`src/rtl/forward_hazard_unit_pkg.sv`:
```
// Shared CPU definitions for the forwarding/hazard block: widths, forward select
// encoding and the hazard tracker entry layout.
package forward_hazard_unit_pkg;

    localparam int unsigned CPU_XLEN = 32;
    localparam int unsigned REG_AW   = 5;
    localparam int unsigned CNT_W    = 4;

    typedef enum logic [1:0] {
        FwdRf    = 2'b00,
        FwdExMem = 2'b01,
        FwdMemWb = 2'b10
    } fwd_sel_e;

    typedef struct packed {
        logic              valid;
        logic [REG_AW-1:0] rd;
        logic [CNT_W-1:0]  cnt;
    } trk_entry_t;

endpackage

```
`src/rtl/forward_hazard_unit_tracker.sv`:
```
// Tracks in-flight writers whose result is not yet usable and flags any ID source
// register that still depends on one of them.
module hazard_tracker
    import forward_hazard_unit_pkg::*;
#(
    parameter int unsigned DEPTH   = 3,
    parameter int unsigned NUM_SRC = 2
) (
    input  logic                        clk,
    input  logic                        reset,
    input  logic                        alloc,
    input  logic [REG_AW-1:0]           alloc_rd,
    input  logic [CNT_W-1:0]            alloc_cnt,
    input  logic [NUM_SRC*REG_AW-1:0]   rs,
    output logic [NUM_SRC-1:0]          hit
);

    trk_entry_t [DEPTH-1:0] ent_q, ent_d;
    logic                   placed;
    logic [REG_AW-1:0]      src_addr;

    // Age first, then allocate into a slot that is free after aging, so an entry
    // expiring on this edge can be reused by the same edge's allocation.
    always_comb begin
        ent_d  = ent_q;
        placed = 1'b0;
        for (int e = 0; e < int'(DEPTH); e++) begin
            if (ent_q[e].valid) begin
                ent_d[e].cnt = ent_q[e].cnt - CNT_W'(1);
                if (ent_q[e].cnt <= CNT_W'(1)) begin
                    ent_d[e].valid = 1'b0;
                end
            end
        end
        if (alloc) begin
            for (int e = 0; e < int'(DEPTH); e++) begin
                if (!placed && !ent_d[e].valid) begin
                    ent_d[e] = '{valid: 1'b1, rd: alloc_rd, cnt: alloc_cnt};
                    placed   = 1'b1;
                end
            end
        end
    end

    always_comb begin
        hit      = '0;
        src_addr = '0;
        for (int s = 0; s < int'(NUM_SRC); s++) begin
            src_addr = rs[s*REG_AW +: REG_AW];
            if (src_addr != '0) begin
                for (int e = 0; e < int'(DEPTH); e++) begin
                    if (ent_q[e].valid && ent_q[e].rd == src_addr) begin
                        hit[s] = 1'b1;
                    end
                end
            end
        end
    end

    always_ff @(posedge clk) begin
        if (reset) begin
            ent_q <= '0;
        end else begin
            ent_q <= ent_d;
        end
    end

endmodule

```
`src/rtl/forward_hazard_unit.sv`:
```
// Operand bypass muxes for the EX stage plus load-use / writeback stall generation
// and a saturating stall-cycle counter.
module forward_hazard_unit
    import forward_hazard_unit_pkg::*;
#(
    parameter int unsigned XLEN    = CPU_XLEN,
    parameter int unsigned NUM_SRC = 2,
    parameter int unsigned LD_LAT  = 1,
    parameter int unsigned FWD_EN  = 1,
    parameter int unsigned WB_LAT  = 3
) (
    input  logic                        clk,
    input  logic                        reset,
    input  logic [NUM_SRC*REG_AW-1:0]   id_rs,
    input  logic                        id_valid,
    input  logic [REG_AW-1:0]           id_rd,
    input  logic                        id_rw,
    input  logic                        id_is_load,
    input  logic [NUM_SRC*REG_AW-1:0]   ex_rs,
    input  logic [NUM_SRC*XLEN-1:0]     ex_rf_data,
    input  logic [REG_AW-1:0]           ex_mem_rd,
    input  logic                        ex_mem_rw,
    input  logic [XLEN-1:0]             ex_mem_result,
    input  logic [REG_AW-1:0]           mem_wb_rd,
    input  logic                        mem_wb_rw,
    input  logic                        mem_wb_to_reg,
    input  logic [XLEN-1:0]             mem_wb_read_data,
    input  logic [XLEN-1:0]             mem_wb_result,
    output logic [NUM_SRC*XLEN-1:0]     fwd_data,
    output logic                        stall,
    output logic                        bubble,
    output logic [15:0]                 stall_cnt
);

    localparam int unsigned DEPTH = (LD_LAT > WB_LAT) ? LD_LAT : WB_LAT;

    logic [NUM_SRC-1:0] src_hit;
    logic               issue;
    logic               alloc;
    logic [CNT_W-1:0]   alloc_cnt;
    logic [15:0]        stall_cnt_q, stall_cnt_d;
    logic [XLEN-1:0]    mem_wb_val;
    logic [REG_AW-1:0]  ex_addr;
    fwd_sel_e           fwd_sel [NUM_SRC];

    assign stall     = id_valid && (|src_hit);
    assign bubble    = stall;
    assign issue     = id_valid && !stall;
    assign stall_cnt = stall_cnt_q;

    // With bypass only loads leave a gap; without it every writer is pending until WB.
    always_comb begin
        alloc     = 1'b0;
        alloc_cnt = '0;
        if (issue && id_rw && id_rd != '0) begin
            if (FWD_EN == 0) begin
                alloc     = 1'b1;
                alloc_cnt = CNT_W'(WB_LAT);
            end else if (id_is_load) begin
                alloc     = 1'b1;
                alloc_cnt = CNT_W'(LD_LAT);
            end
        end
    end

    hazard_tracker #(
        .DEPTH   (DEPTH),
        .NUM_SRC (NUM_SRC)
    ) u_tracker (
        .clk       (clk),
        .reset     (reset),
        .alloc     (alloc),
        .alloc_rd  (id_rd),
        .alloc_cnt (alloc_cnt),
        .rs        (id_rs),
        .hit       (src_hit)
    );

    always_comb begin
        stall_cnt_d = stall_cnt_q;
        if (stall && stall_cnt_q != 16'hFFFF) begin
            stall_cnt_d = stall_cnt_q + 16'd1;
        end
    end

    always_ff @(posedge clk) begin
        if (reset) begin
            stall_cnt_q <= '0;
        end else begin
            stall_cnt_q <= stall_cnt_d;
        end
    end

    assign mem_wb_val = mem_wb_to_reg ? mem_wb_read_data : mem_wb_result;

    // EX/MEM is the younger producer, so it takes priority over MEM/WB.
    always_comb begin
        ex_addr = '0;
        for (int i = 0; i < int'(NUM_SRC); i++) begin
            fwd_sel[i] = FwdRf;
            ex_addr    = ex_rs[i*REG_AW +: REG_AW];
            if (FWD_EN != 0 && ex_addr != '0) begin
                if (ex_mem_rw && ex_addr == ex_mem_rd) begin
                    fwd_sel[i] = FwdExMem;
                end else if (mem_wb_rw && ex_addr == mem_wb_rd) begin
                    fwd_sel[i] = FwdMemWb;
                end
            end
        end
    end

    always_comb begin
        fwd_data = ex_rf_data;
        for (int i = 0; i < int'(NUM_SRC); i++) begin
            case (fwd_sel[i])
                FwdExMem: fwd_data[i*XLEN +: XLEN] = ex_mem_result;
                FwdMemWb: fwd_data[i*XLEN +: XLEN] = mem_wb_val;
                default:  fwd_data[i*XLEN +: XLEN] = ex_rf_data[i*XLEN +: XLEN];
            endcase
        end
    end

endmodule

```
`config.mk`:
```
export PLATFORM = sky130hd
export DESIGN_NAME = forward_hazard_unit
export DESIGN_NICKNAME = d
export VERILOG_FILES = /design/src/rtl/forward_hazard_unit_pkg.sv /design/src/rtl/forward_hazard_unit_tracker.sv /design/src/rtl/forward_hazard_unit.sv
export SDC_FILE = /design/constraint.sdc
export NUM_CORES = 1
export LEC_CHECK = 0
export BUFFER_PORTS_ARGS = -buffer_cell sky130_fd_sc_hd__buf_2
export CORE_ASPECT_RATIO = 1.1
export CORE_MARGIN = 8
export CORE_UTILIZATION = 30
export CTS_CLUSTER_DIAMETER = 120
export DETAILED_ROUTE_END_ITERATION = 6
export GPL_TIMING_DRIVEN = 0
export MAX_ROUTING_LAYER = met4
export PLACE_DENSITY = 0.7
export SETUP_SLACK_MARGIN = 0.5
export SYNTH_ARGS = -nofsm -noshare
export SYNTH_HDL_FRONTEND = slang
export SYNTH_SLANG_ARGS = --single-unit
export TNS_END_PERCENT = 100
```
`constraint.sdc`:
```
create_clock -name clk -period 3.4 [get_ports clk]
set_clock_uncertainty 0.2 [all_clocks]
set_input_delay 0.51 -clock clk [delete_from_list [all_inputs] [get_ports clk]]
set_output_delay 0.51 -clock clk [all_outputs]
set_load 0.01 [all_outputs]
```
* Word level (Yosys, flattened, before mapping)
Cells that the tools add are included.
** Operators by class
- $add $sub $neg :: 4
- Magnitude comparators :: 3
- Equality and inequality tests :: 15
- Mux-type cells :: 38
- Bitwise operators :: 1
- Reduce and logical (&&, ||, !) cells :: 31
** Operator list (number)
- 32-bit one-hot mux with 2 select lines :: 2
- 5-bit equality test :: 10
- 32-bit 2-to-1 mux :: 1
- 30-bit 2-to-1 mux :: 1
- 5-bit nonzero test :: 5
- 1-bit 2-to-1 mux :: 21
- 10-bit 2-to-1 mux :: 2
- 1-bit logical AND :: 17
- 16-bit by 1-bit adder with 16-bit output (second input constant) :: 1
- 4-bit 2-to-1 mux :: 4
- 16-bit != test (second input constant) :: 1
- 4-bit by 1-bit <= comparator with 1-bit output (second input constant) :: 3
- 2-bit 2-to-1 mux :: 6
- 4-bit by 1-bit subtractor with 4-bit output (second input constant) :: 3
- 9-bit 2-to-1 mux :: 1
- 2-bit AND reduction :: 3
- 1-bit zero test :: 5
- 2-bit by 1-bit equality test with 1-bit output (second input constant) :: 2
- 2-bit equality test (second input constant) :: 2
- 2-bit OR reduction :: 1
- 1-bit inverter :: 1
** Word-level totals
- Bits in registers :: 46
- Input port bits :: 203
- Output and inout port bits :: 82
- Logic and storage cells :: 102

* Logic depth before layout (Yosys ltp)
Gate-level depths: netlist of run 1.
- Word-level depth :: 22
- Mapped depth :: 10

* Modules after synthesis
Synthesis of run 1 repeated with hierarchy kept, for this count alone.
** Second synthesis, totals
- Cell total of the unflattened synthesis :: 608
- Area total of the unflattened synthesis :: 4798.4 µm²
** Modules (own cells, without submodules)
- forward_hazard_unit :: times used 1, cells each 390, area each 2881.5 µm², seq. area each 320.3 µm²
- hazard_tracker :: times used 1, cells each 218, area each 1916.8 µm², seq. area each 600.6 µm²

* Worst setup path before layout of run 1
Ideal clock, no wire load.
- Path kind :: input to output
- Start :: in ex_rs[6]
- End :: out fwd_data[33]
- Arrival :: 2.218 ns
- Required time :: 2.690 ns
- Path slack :: 0.472 ns
- Cell stages on the path :: 7
- Cell sequence :: or4_1 o21a_1 ha_1 buf_1 clkbuf_1 nand2_1 o21ai_0
** On the way
- Cells in the longest elaborated chain, start to end :: 7
** Ends and longest elaborated chain
- start, declared :: RTL line forward_hazard_unit.sv:19 : input logic [NUM_SRC*REG_AW-1:0] ex_rs,
- 5-bit equality test :: RTL line forward_hazard_unit.sv:105 : end else if (mem_wb_rw && ex_addr == mem_wb_rd) begin
- 1-bit logical AND :: RTL line forward_hazard_unit.sv:105
- 2-bit 2-to-1 mux :: RTL line forward_hazard_unit.sv:105
- 2-bit 2-to-1 mux :: RTL line forward_hazard_unit.sv:103 : if (ex_mem_rw && ex_addr == ex_mem_rd) begin
- 2-bit 2-to-1 mux (*) :: RTL line forward_hazard_unit.sv:102 : if (FWD_EN != 0 && ex_addr != '0) begin
- 2-bit equality test / 2-bit by 1-bit equality test with 1-bit output (equally long branches) :: RTL line forward_hazard_unit.sv:115 : case (fwd_sel[i])
- 32-bit one-hot mux with 2 select lines (*) :: RTL line forward_hazard_unit.sv:115
- end, declared :: RTL line forward_hazard_unit.sv:29 : output logic [NUM_SRC*XLEN-1:0] fwd_data,
Every way passes the cells marked *; elsewhere a longest branch is shown, timed or not.

* Worst setup path in the final report of run 1
- Start :: in ex_rs[6]
- End :: out fwd_data[52]
The elaborated chain is that of the path after synthesis.

==> results of run 1 <==
==> power by group through the flow <==
stage	clock [mW]	combinational, mW	sequential [mW]
after floorplan	0	0.226	0.561
after global placement	0	0.503	0.562
after detailed placement	0	0.503	0.562
after CTS	0.507	0.587	0.550
after global routing	0.528	0.689	0.551
final	0.497	0.654	0.550
==> layout make-up <==
class / instances / area (µm²) / share of cell area, %
Timing Repair Buffer: 312 / 2050 / 26.8
Clock buffer: 5 / 125 / 1.64
Inverter: 15 / 56.3 / 0.737
Multi-Input combinational cell: 469 / 3760 / 49.2
Sequential cell: 46 / 925 / 12.1
Clock inverter: 3 / 25.0 / 0.328
Tap cell: 196 / 245 / 3.21
Buffer: 40 / 458 / 5.99
==> critical path: stages <==
cell	delay [ns]
buf_8	0.10
or4_4	0.55
a21oi_2	0.15
nor3_2	0.07
inv_1	0.09
ha_4	0.23
buf_12	0.16
clkbuf_16	0.17
o21ai_4	0.20
buf_6	0.14
==> registers in the layout, indices dropped and copies added (netlist names) <==
name	flops
stall_cnt	16
u_tracker.ent_q	30
==> layer usage <==
metal / GRT usage [%] / routed length, µm
met1: 28.4 / 9900
met2: 41.0 / 12000
met3: 8.03 / 2550
met4: 10.8 / 1090
met5: - / 0
==> cell usage in the layout (no fill, tap or decap), types with 8 or more instances in the layout <==
cell	n
buf_2	248
buf_6	49
dfxtp_1	43
xnor2_1	40
mux2_2	37
nand2_1	33
a22o_1	32
a21o_1	30
o21ai_0	27
a22oi_2	25
nor2_1	22
a21oi_1	17
buf_4	16
nor2b_1	15
xor2_1	14
inv_1	14
nand2_2	14
nand3_1	13
nand4_1	13
clkbuf_16	13
buf_8	13
nor3_1	12
o21ai_2	12
o21ai_1	12
clkbuf_1	9
nand2b_1	9
or3_1	8
==> repair_timing <==
action / 4_1_cts / 5_1_grt
buffers inserted: 11 / 11
pin swaps: 35 / 52
setup endpoints to repair: 66 / 66
gates cloned: 5 / 4
gates resized for setup: 186 / 103
==> cells by family (layout without fill, tap and decap cells) <==
group                    Yosys count  count (layout)  synth area share, %
flip-flops                        46              46                 20.6
adder cells (fa/ha/maj)            9               9                 2.52
AND/OR/NAND/NOR                  167             167                 19.6
AO/OA/AOI/OAI                    193             193                 29.9
multiplexers                      42              42                 10.4
buffers and inverters             55             375                 5.54
XOR/XNOR                          58              58                 11.4
==> worst min path at each step <==
stage	cells past startpoint	startpoint	slack (ns)	endpoint
after floorplan	2	u_tracker.ent_q[21]	0.28	u_tracker.ent_q[21]
after global placement	2	stall_cnt[10]	0.28	stall_cnt[10]
after detailed placement	2	stall_cnt[10]	0.30	stall_cnt[10]
after CTS	2	stall_cnt[8]	0.31	stall_cnt[8]
after global routing	2	stall_cnt[10]	0.33	stall_cnt[10]
final	2	stall_cnt[9]	0.31	stall_cnt[9]
==> per-stage QoR <==
| stage | setup WS, ns | util [%] | power [mW] | area, µm² |
|---|---|---|---|---|
| after global routing | 0.280 | 51.6 | 1.77 | 7640 |
| after CTS | 0.347 | 48.0 | 1.64 | 7110 |
| after global placement | -0.541 | 41.3 | 1.07 | 6120 |
| after detailed placement | -0.509 | 41.3 | 1.07 | 6120 |
| after floorplan | 0.472 | - | 0.786 | 4470 |
| final | 0.326 | 51.6 | 1.70 | 7640 |
==> run summary, run 1 <==
Run status -> completed
Diode count -> 0
R2R Setup Slk -> 1.04 ns
Final #Nets -> 1101
Final hold viol count -> 0
Number of cells traversed by the worst register-to-register path -> 7
First-pass GRT wire length -> 35800 µm
Post-synthesis to final-layout area growth -> 70.8%
Post-synthesis instance area -> 0.00447 mm²
DR vias/cell -> 5.55
TritonCTS buffer count -> 5
Half-perimeter wire length of the detailed placement result -> 20500 µm
Area share of the largest cell type after synthesis -> 20.6%
Routability congestion estimate -> 1.01
Synth top cells by count -> 58 x o21ai_0, 49 x nand2_1, 46 x dfxtp_1
Arrival time at the worst endpoint -> 2.36 ns
Setup crit end kind -> output pin
Remaining max-slew budget at the tightest pin -> 50.1%
Switching share of power -> 32.7%
Part of the total power dissipated in combinational logic -> 38.5%
Total of fill cells in the finished design -> 1388
Average instance area after synthesis -> 7.85 µm²
Total number of vias -> 6023
Post-synthesis sequential element count -> 46
Net Count, Synth -> 782
Antenna-violating nets left -> 0
Final-report setup violation count -> 0
Critical path required time -> 2.69 ns
Critical-path maximum fanout -> 7
DRC violation count after routing -> 0
Via count of the first global-routing pass -> 5841
Total instance count after detailed placement -> 1047
Launch instance of the worst register-to-register path -> u_tracker.ent_q[4]
Global-route usage over all layers -> 25.3%
Share of the yosys chip area belonging to registers -> 20.6%
Iteration-0 DRC Markers -> 397
Switching power total -> 0.557 mW
Top cells by area, synth -> dfxtp_1 21%, mux2_2 9.3%, xnor2_1 7.8%
CTS tree -> built
Worst hold margin -> 0.310 ns
Hold Buf Count CTS -> 0
Tcrit/Tclk final -> 90.4%
Hold Path Class -> reg2reg
Final slew viol count -> 0
Die height -> 144 µm
Cell at the root of the clock tree -> clkbuf_16
Clock share of power -> 29.2%
Number of optimization iterations in the first detailed-route pass -> 5
Library cell with the largest summed area after synthesis -> dfxtp_1
Clock input transition at the sequential cells of the worst setup and hold paths -> 0.07 ns
Maximum number of pins on one net before global-route repair -> 17
Post-route minimum period -> 3.07 ns
Area of the die -> 0.0191 mm²
Internal power -> 1.14 mW
Non-Filler Instances -> 1086
Die Span X -> 132 µm
Antenna violations before repair -> 0
Boundary pin count -> 285
Number of warnings issued by yosys -> 0
Critical path origin -> ex_rs[6]
Startpoint type of the worst setup path -> input pin
Sequential fraction of design power -> 32.3%
Number of flops mapped to enable cells by yosys -> 0
CTS H-tree lvls -> 2
WL per Instance -> 23.6 µm
Pin slew with the least headroom to its limit -> 0.742 ns
Placeable core area -> 0.0148 mm²
Count of standard-cell rows -> 47
Maximum count of clock buffers along a single path -> 2
Initial Util -> 30.2%
Highest Clock Rate -> 325 MHz
Asr flop ratio synth -> 0%
Classification of the worst setup path -> in2out
IO Port Bufs -> 281
Maximum vdd ir drop -> 226 µV
Clock network latency to the later pin of the worst-skew pair -> 0.29 ns
Wire length reported by the detailed router -> 25600 µm
Destination of the critical timing path -> fwd_data[52]
End of the worst register-to-register path -> u_tracker.ent_q[13]
Share of final-layout standard cells stronger than drive strength 1 -> 53.6%
Total negative slack -> 0 ns
PwrDens -> 223 mW/mm²
Setup repair after global routing missed its margin -> true
TritonCTS sink count -> 46
Gate count after technology mapping -> 570
Remaining global-route overflow -> 0
Most instantiated flip-flop cell in the synthesis netlist -> dfxtp_1
Number of distinct library cells after synthesis -> 49
Number of max-cap violations -> 0
Most used standard cell by instance count after synthesis -> o21ai_0
Leakage power -> 3.41 nW
Note: power is estimated with default switching activity, not from simulation.
==> run 2, diff against run 1 <==
CORE_UTILIZATION = 43   (was 30)
PLACE_DENSITY = 0.91   (was 0.7)
==> run 2 against run 1 <==
Effect of this change: via count rose by 5.0%; fmax fell by 4.7%; routed wire length is 3.4% higher; critical path type unchanged; critical endpoint is now fwd_data[61]; largest cell class unchanged; highest routed layer unchanged.
==> run summary, run 2 (same netlist as run 1, synthesis figures left out) <==
Share of final-layout standard cells stronger than drive strength 1 -> 50.1% (-3.5 points)
Maximum number of pins on one net before global-route repair -> 16 (-1)
Count of standard-cell rows -> 39 (-17%)
Critical-path maximum fanout -> 10 (+3)
Final-report setup violation count -> 0 (unchanged)
Wire length reported by the detailed router -> 26500 µm (+3.4%)
TritonCTS sink count -> 46 (unchanged)
Maximum vdd ir drop -> 458 µV (+100%)
Leakage power -> 3.36 nW (-1.5%)
Number of max-cap violations -> 0 (unchanged)
Die Span X -> 113 µm (-14%)
Top reg by flops -> u_tracker.ent_q
Half-perimeter wire length of the detailed placement result -> 18800 µm (-8.4%)
Final hold viol count -> 0 (unchanged)
Hold Path Class -> reg2reg
Boundary pin count -> 285 (unchanged)
Total negative slack -> 0 ns (unchanged)
Post-route minimum period -> 3.23 ns (+0.152 ns)
IO Port Bufs -> 281 (unchanged)
PwrDens -> 228 mW/mm² (+2.3%)
Worst stage delay on the critical path -> 0.55 ns (about the same)
CTS H-tree lvls -> 2 (unchanged)
DR vias/cell -> 6.24 (+12%)
Final standard cell area without fillers -> 0.00740 mm² (-3.2%)
Remaining max-slew budget at the tightest pin -> 51.2% (+1.1 points)
Post-detailed-placement cell area -> 0.00603 mm² (-1.5%)
Cell-by-cell listing of the critical path -> buf_6, or4_4, o21a_1, ha_4, buf_16, clkbuf_16, nand2_1, o21ai_1, buf_4
Total number of vias -> 6323 (+5.0%)
Die height -> 123 µm (-15%)
Final #Nets -> 1097 (-0.36%)
TritonCTS buffer count -> 5 (unchanged)
Highest Clock Rate -> 310 MHz (-4.7%)
Placeable core area -> 0.0102 mm² (-31%)
Run status -> completed
Pin slew with the least headroom to its limit -> 0.726 ns (-0.0166 ns)
Global-route usage over all layers -> 33.7% (+8.4 points)
Classification of the worst setup path -> in2out
Most common cell after layout, fill and taps aside -> buf_2
Final design utilization -> 72.2% (+21 points)
Arrival time at the worst endpoint -> 2.52 ns (+0.16 ns)
Dpl ws -> -0.591 ns (-0.0819 ns)
First-pass GRT wire length -> 34900 µm (-2.3%)
Via count of the first global-routing pass -> 5943 (+1.7%)
Hold Buf Count CTS -> 0 (unchanged)
Setup WS post-layout -> 0.174 ns (-0.152 ns)
Final slew viol count -> 0 (unchanged)
Iteration-0 DRC Markers -> 707 (+78%)
Largest register FFs -> 30 (unchanged)
Antenna-violating nets left -> 0 (unchanged)
Leading cell types in the layout, fill and taps excluded -> 245 x buf_2, 47 x buf_6, 46 x dfxtp_1, 40 x xnor2_1, 40 x nand2_1
Cell at the root of the clock tree -> clkbuf_16
Antenna violations before repair -> 4 (+4)
Clock input transition at the sequential cells of the worst setup and hold paths -> 0.07 ns (about the same)
Startpoint type of the worst setup path -> input pin
Setup crit end kind -> output pin
Tcrit/Tclk final -> 94.9% (+4.5 points)
Clock network latency to the later pin of the worst-skew pair -> 0.29 ns (about the same)
Post-synthesis to final-layout area growth -> 65.4%
Remaining global-route overflow -> 0 (unchanged)
Number of optimization iterations in the first detailed-route pass -> 5 (unchanged)
Maximum count of clock buffers along a single path -> 2 (unchanged)
Setup repair after global routing missed its margin -> true
Critical path required time -> 2.69 ns (about the same)
Initial Util -> 43.6% (+13 points)
CTS tree -> built
Routability congestion estimate -> 0.983 (-2.9%)
Worst-path cell with the longest stage delay -> or4_4
DRC violation count after routing -> 0 (unchanged)
Area of the die -> 0.0139 mm² (-27%)
WL per Instance -> 26.1 µm (+11%)
[run 2: cell types whose count changed in the layout (fill, tap and decap cells not counted), moves of 2 or more]
cell      previous run  this run
dfxtp_1             43        46
o21ai_4              7         9
dfxtp_2              3         0
buf_2              248       245
diode_2              0         5
clkbuf_8             3         8
o21ai_1             12        17
a22oi_1              7        16
a22oi_2             25        16
buf_8               13         7
buf_6               49        47
o21ai_2             12         5
nand2_2             14         7
nand2_1             33        40
[run 2: through the flow]
stage	hold slack (ns)	power, mW	std cells
after global placement	0.283	1.05	974
after floorplan	0.284	0.786	570
after global routing	0.343	1.75	1013
final	0.319	1.69	1014
after detailed placement	0.300	1.05	974
after CTS	0.308	1.61	1002
[run 2: final cells by class]
cell class              count  area (µm²)
diodes                      5        12.5
plain buffers              40         457
clock buffers               5         125
clock inverters             3        21.3
fillers                   744        2850
inverters                  15        56.3
multi-input cells         469        3660
flip-flops and latches     46         921
well taps                 123         154
repair buffers            308        1990
[run 2: critical path, delay by kind of cell]
family                   cells  cell delay (ns)
buffers and inverters        4             0.63
AO/OA/AOI/OAI                2             0.41
adder cells (fa/ha/maj)      1             0.32
AND/OR/NAND/NOR              2             0.64
[run 2: worst paths after layout]
check / start / end / slack, ns / cells after the start
worst max register to register: stall_cnt[6] / stall_cnt[7] / 1.01 / 6
worst min register to register: u_tracker.ent_q[17] / u_tracker.ent_q[17] / 0.32 / 2
worst min-delay path: u_tracker.ent_q[17] / u_tracker.ent_q[17] / 0.32 / 2
worst max-delay path: ex_rs[9] / fwd_data[61] / 0.17 / 9
[run 2: layer usage]
metal,up-vias,share of wire (%),global-route usage (%)
met2,529,45,53.6
met1,2919,35,37.1
met5,-,0,-
li1,2734,-,-
met3,141,14,12.0
met4,0,6.0,16.0
[run 2: power breakdown]
group	internal, mW	switching, mW
registers	0.544	0.00588
logic	0.318	0.337
clock network	0.272	0.208
total	1.13	0.550
[run 2: timing repair]
| item | 4_1_cts | 5_1_grt |
|---|---|---|
| gates resized for setup | 174 | 81 |
| buffers inserted | 12 | 4 |
| gates cloned | 8 | 3 |
| pin swaps | 39 | 36 |
| endpoints found under the setup margin | 66 | 65 |
==> run 3, diff against run 2 <==
BUFFER_PORTS_ARGS = not set   (was -buffer_cell sky130_fd_sc_hd__buf_2)
DONT_BUFFER_PORTS = 1   (was not set)
PLACE_DENSITY = 0.68   (was 0.91)
==> run 3 against run 2 <==
Effect of this change: fmax rose by 8.4%; combinational power fell by 40%; worst hold slack got worse by 0.095 ns; worst setup slack improved by 0.25 ns.
==> run summary, run 3 (same netlist as run 1, synthesis figures left out) <==
Maximum vdd ir drop -> 438 µV (-4.3%)
Die height -> 123 µm (unchanged)
Die Span X -> 113 µm (unchanged)
Largest register FFs -> 30 (unchanged)
Cell at the root of the clock tree -> clkbuf_16
Placeable core area -> 0.0102 mm² (unchanged)
Total number of vias -> 4875 (-23%)
Via count of the first global-routing pass -> 4500 (-24%)
Startpoint type of the worst setup path -> input pin
Maximum count of clock buffers along a single path -> 2 (unchanged)
Setup crit end kind -> output pin
Antenna-violating nets left -> 0 (unchanged)
Min-Delay Startpoint -> id_rd[0]
Final total power -> 1.44 mW (-15%)
Share of final-layout standard cells stronger than drive strength 1 -> 31.6% (-18 points)
Routability congestion estimate -> 0.963 (-2.0%)
Number of max-cap violations -> 0 (unchanged)
Classification of the worst setup path -> in2out
IO Port Bufs -> 0 (-100%)
Iteration-0 DRC Markers -> 450 (-36%)
PwrDens -> 249 mW/mm² (+9.3%)
Post-route minimum period -> 2.98 ns (-0.249 ns)
Clock network latency to the later pin of the worst-skew pair -> 0.29 ns (about the same)
DR vias/cell -> 6.82 (+9.3%)
Leakage power -> 2.08 nW (-38%)
Final hold viol count -> 0 (unchanged)
Global-route usage over all layers -> 25.9% (-7.8 points)
CTS H-tree lvls -> 2 (unchanged)
Launch instance of the worst register-to-register path -> u_tracker.ent_q[24]
Critical path origin -> ex_mem_rd[4]
Count of standard-cell rows -> 39 (unchanged)
Boundary pin count -> 285 (unchanged)
Setup repair after global routing missed its margin -> true
Critical-path maximum fanout -> 10 (unchanged)
Setup WS post-layout -> 0.422 ns (+0.249 ns)
Arrival time at the worst endpoint -> 2.27 ns (-0.25 ns)
Total negative slack -> 0 ns (unchanged)
Antenna violations before repair -> 1 (-3)
Pin slew with the least headroom to its limit -> 0.761 ns (+0.0351 ns)
DRC violation count after routing -> 0 (unchanged)
Remaining max-slew budget at the tightest pin -> 48.9% (-2.4 points)
Number of optimization iterations in the first detailed-route pass -> 5 (unchanged)
Top reg by flops -> u_tracker.ent_q
Remaining global-route overflow -> 0 (unchanged)
Post-synthesis to final-layout area growth -> 29.1%
Total of fill cells in the finished design -> 890 (+20%)
Final design utilization -> 56.3% (-16 points)
Tcrit/Tclk final -> 87.6% (-7.3 points)
Most common cell after layout, fill and taps aside -> dfxtp_1
TritonCTS sink count -> 46 (unchanged)
CTS tree -> built
Half-perimeter wire length of the detailed placement result -> 15900 µm (-15%)
First-pass GRT wire length -> 27000 µm (-23%)
WL per Instance -> 28.6 µm (+9.4%)
Maximum number of pins on one net before global-route repair -> 14 (-2)
Area taken by flip-flops and latches -> 921 µm² (unchanged)
Hold Path Class -> in2reg
Leading cell types in the layout, fill and taps excluded -> 46 x dfxtp_1, 40 x xnor2_1, 37 x mux2_2, 32 x a22o_1, 32 x nand2_1
Final slew viol count -> 0 (unchanged)
Critical path required time -> 2.69 ns (about the same)
Highest Clock Rate -> 336 MHz (+8.4%)
TritonCTS buffer count -> 5 (unchanged)
Initial Util -> 43.6% (unchanged)
Final-report setup violation count -> 0 (unchanged)
Dpl ws -> -0.189 ns (+0.402 ns)
Area of the die -> 0.0139 mm² (unchanged)
Run status -> completed
Multi-input gate area in the final layout -> 0.00392 mm² (+7.2%)
Clock input transition at the sequential cells of the worst setup and hold paths -> 0.06 ns (about the same)
Worst hold margin -> 0.224 ns (-0.0953 ns)
Wire length reported by the detailed router -> 20400 µm (-23%)
Final #Nets -> 802 (-27%)
-- run 3: cell types whose count changed in the layout (fill, tap and decap cells not counted), moves of 3 or more --
cell / previous run / this run
buf_16: 3 / 0
buf_6: 47 / 13
buf_4: 17 / 7
clkbuf_2: 0 / 5
a22oi_1: 16 / 4
buf_8: 7 / 3
buf_2: 245 / 2
clkbuf_8: 8 / 4
diode_2: 5 / 1
nand2_1: 40 / 32
o21ai_4: 9 / 26
nand2_2: 7 / 16
a22oi_2: 16 / 28
o21ai_1: 17 / 0
-- run 3: worst max-delay path: stages --
cell and delay [ns]:
xor2_1 0.24, nor4_2 0.09, and3_1 0.18, nor3_2 0.25, inv_1 0.12, ha_4 0.31, buf_12 0.13, buf_8 0.19
nand2_1 0.11, o21ai_2 0.14
-- run 3: metal layers --
layer,vias to the layer above,routed length [µm],global-route usage (%)
met5,-,0,-
met4,0,646,9.50
met3,61,2030,8.26
met2,283,10300,44.5
met1,2386,7410,27.6
li1,2145,-,-
-- run 3: path summary, 6_finish.rpt --
| check | end | slack [ns] | cells after the start |
|---|---|---|---|
| worst min register to register | u_tracker.ent_q[1] | 0.32 | 2 |
| worst max register to register | stall_cnt[4] | 1.02 | 7 |
| worst min-delay path | u_tracker.ent_q[4] | 0.22 | 2 |
| worst max-delay path | fwd_data[32] | 0.42 | 10 |
-- run 3: power by group --
part	internal, mW	switching (mW)
registers	0.544	0.00565
clock network	0.292	0.201
logic	0.173	0.222
-- run 3: final cells by class --
type / count / area share, %
multi-input combinational: 469 / 67.9
sequential: 46 / 15.9
buffer: 40 / 6.57
timing repair buffer: 13 / 3.32
tap: 123 / 2.67
clock buffer: 7 / 2.47
inverter: 15 / 0.975
clock inverter: 1 / 0.0867
antenna: 1 / 0.0433
-- run 3: repair_timing --
action                     in CTS  in global routing
hold buffers                    0                  0
setup endpoints to repair      63                 63
pin swaps                       6                 21
gates cloned                    0                  6
resized for setup             119                111
setup buffers                   0                  7
-- run 3: per-stage QoR --
stage	instances	cell area (µm²)
2_1_floorplan	570	4470
3_5_place_dp	693	4630
3_3_place_gp	693	4630
6_report	715	5770
5_1_grt	715	5770
4_1_cts	701	5130
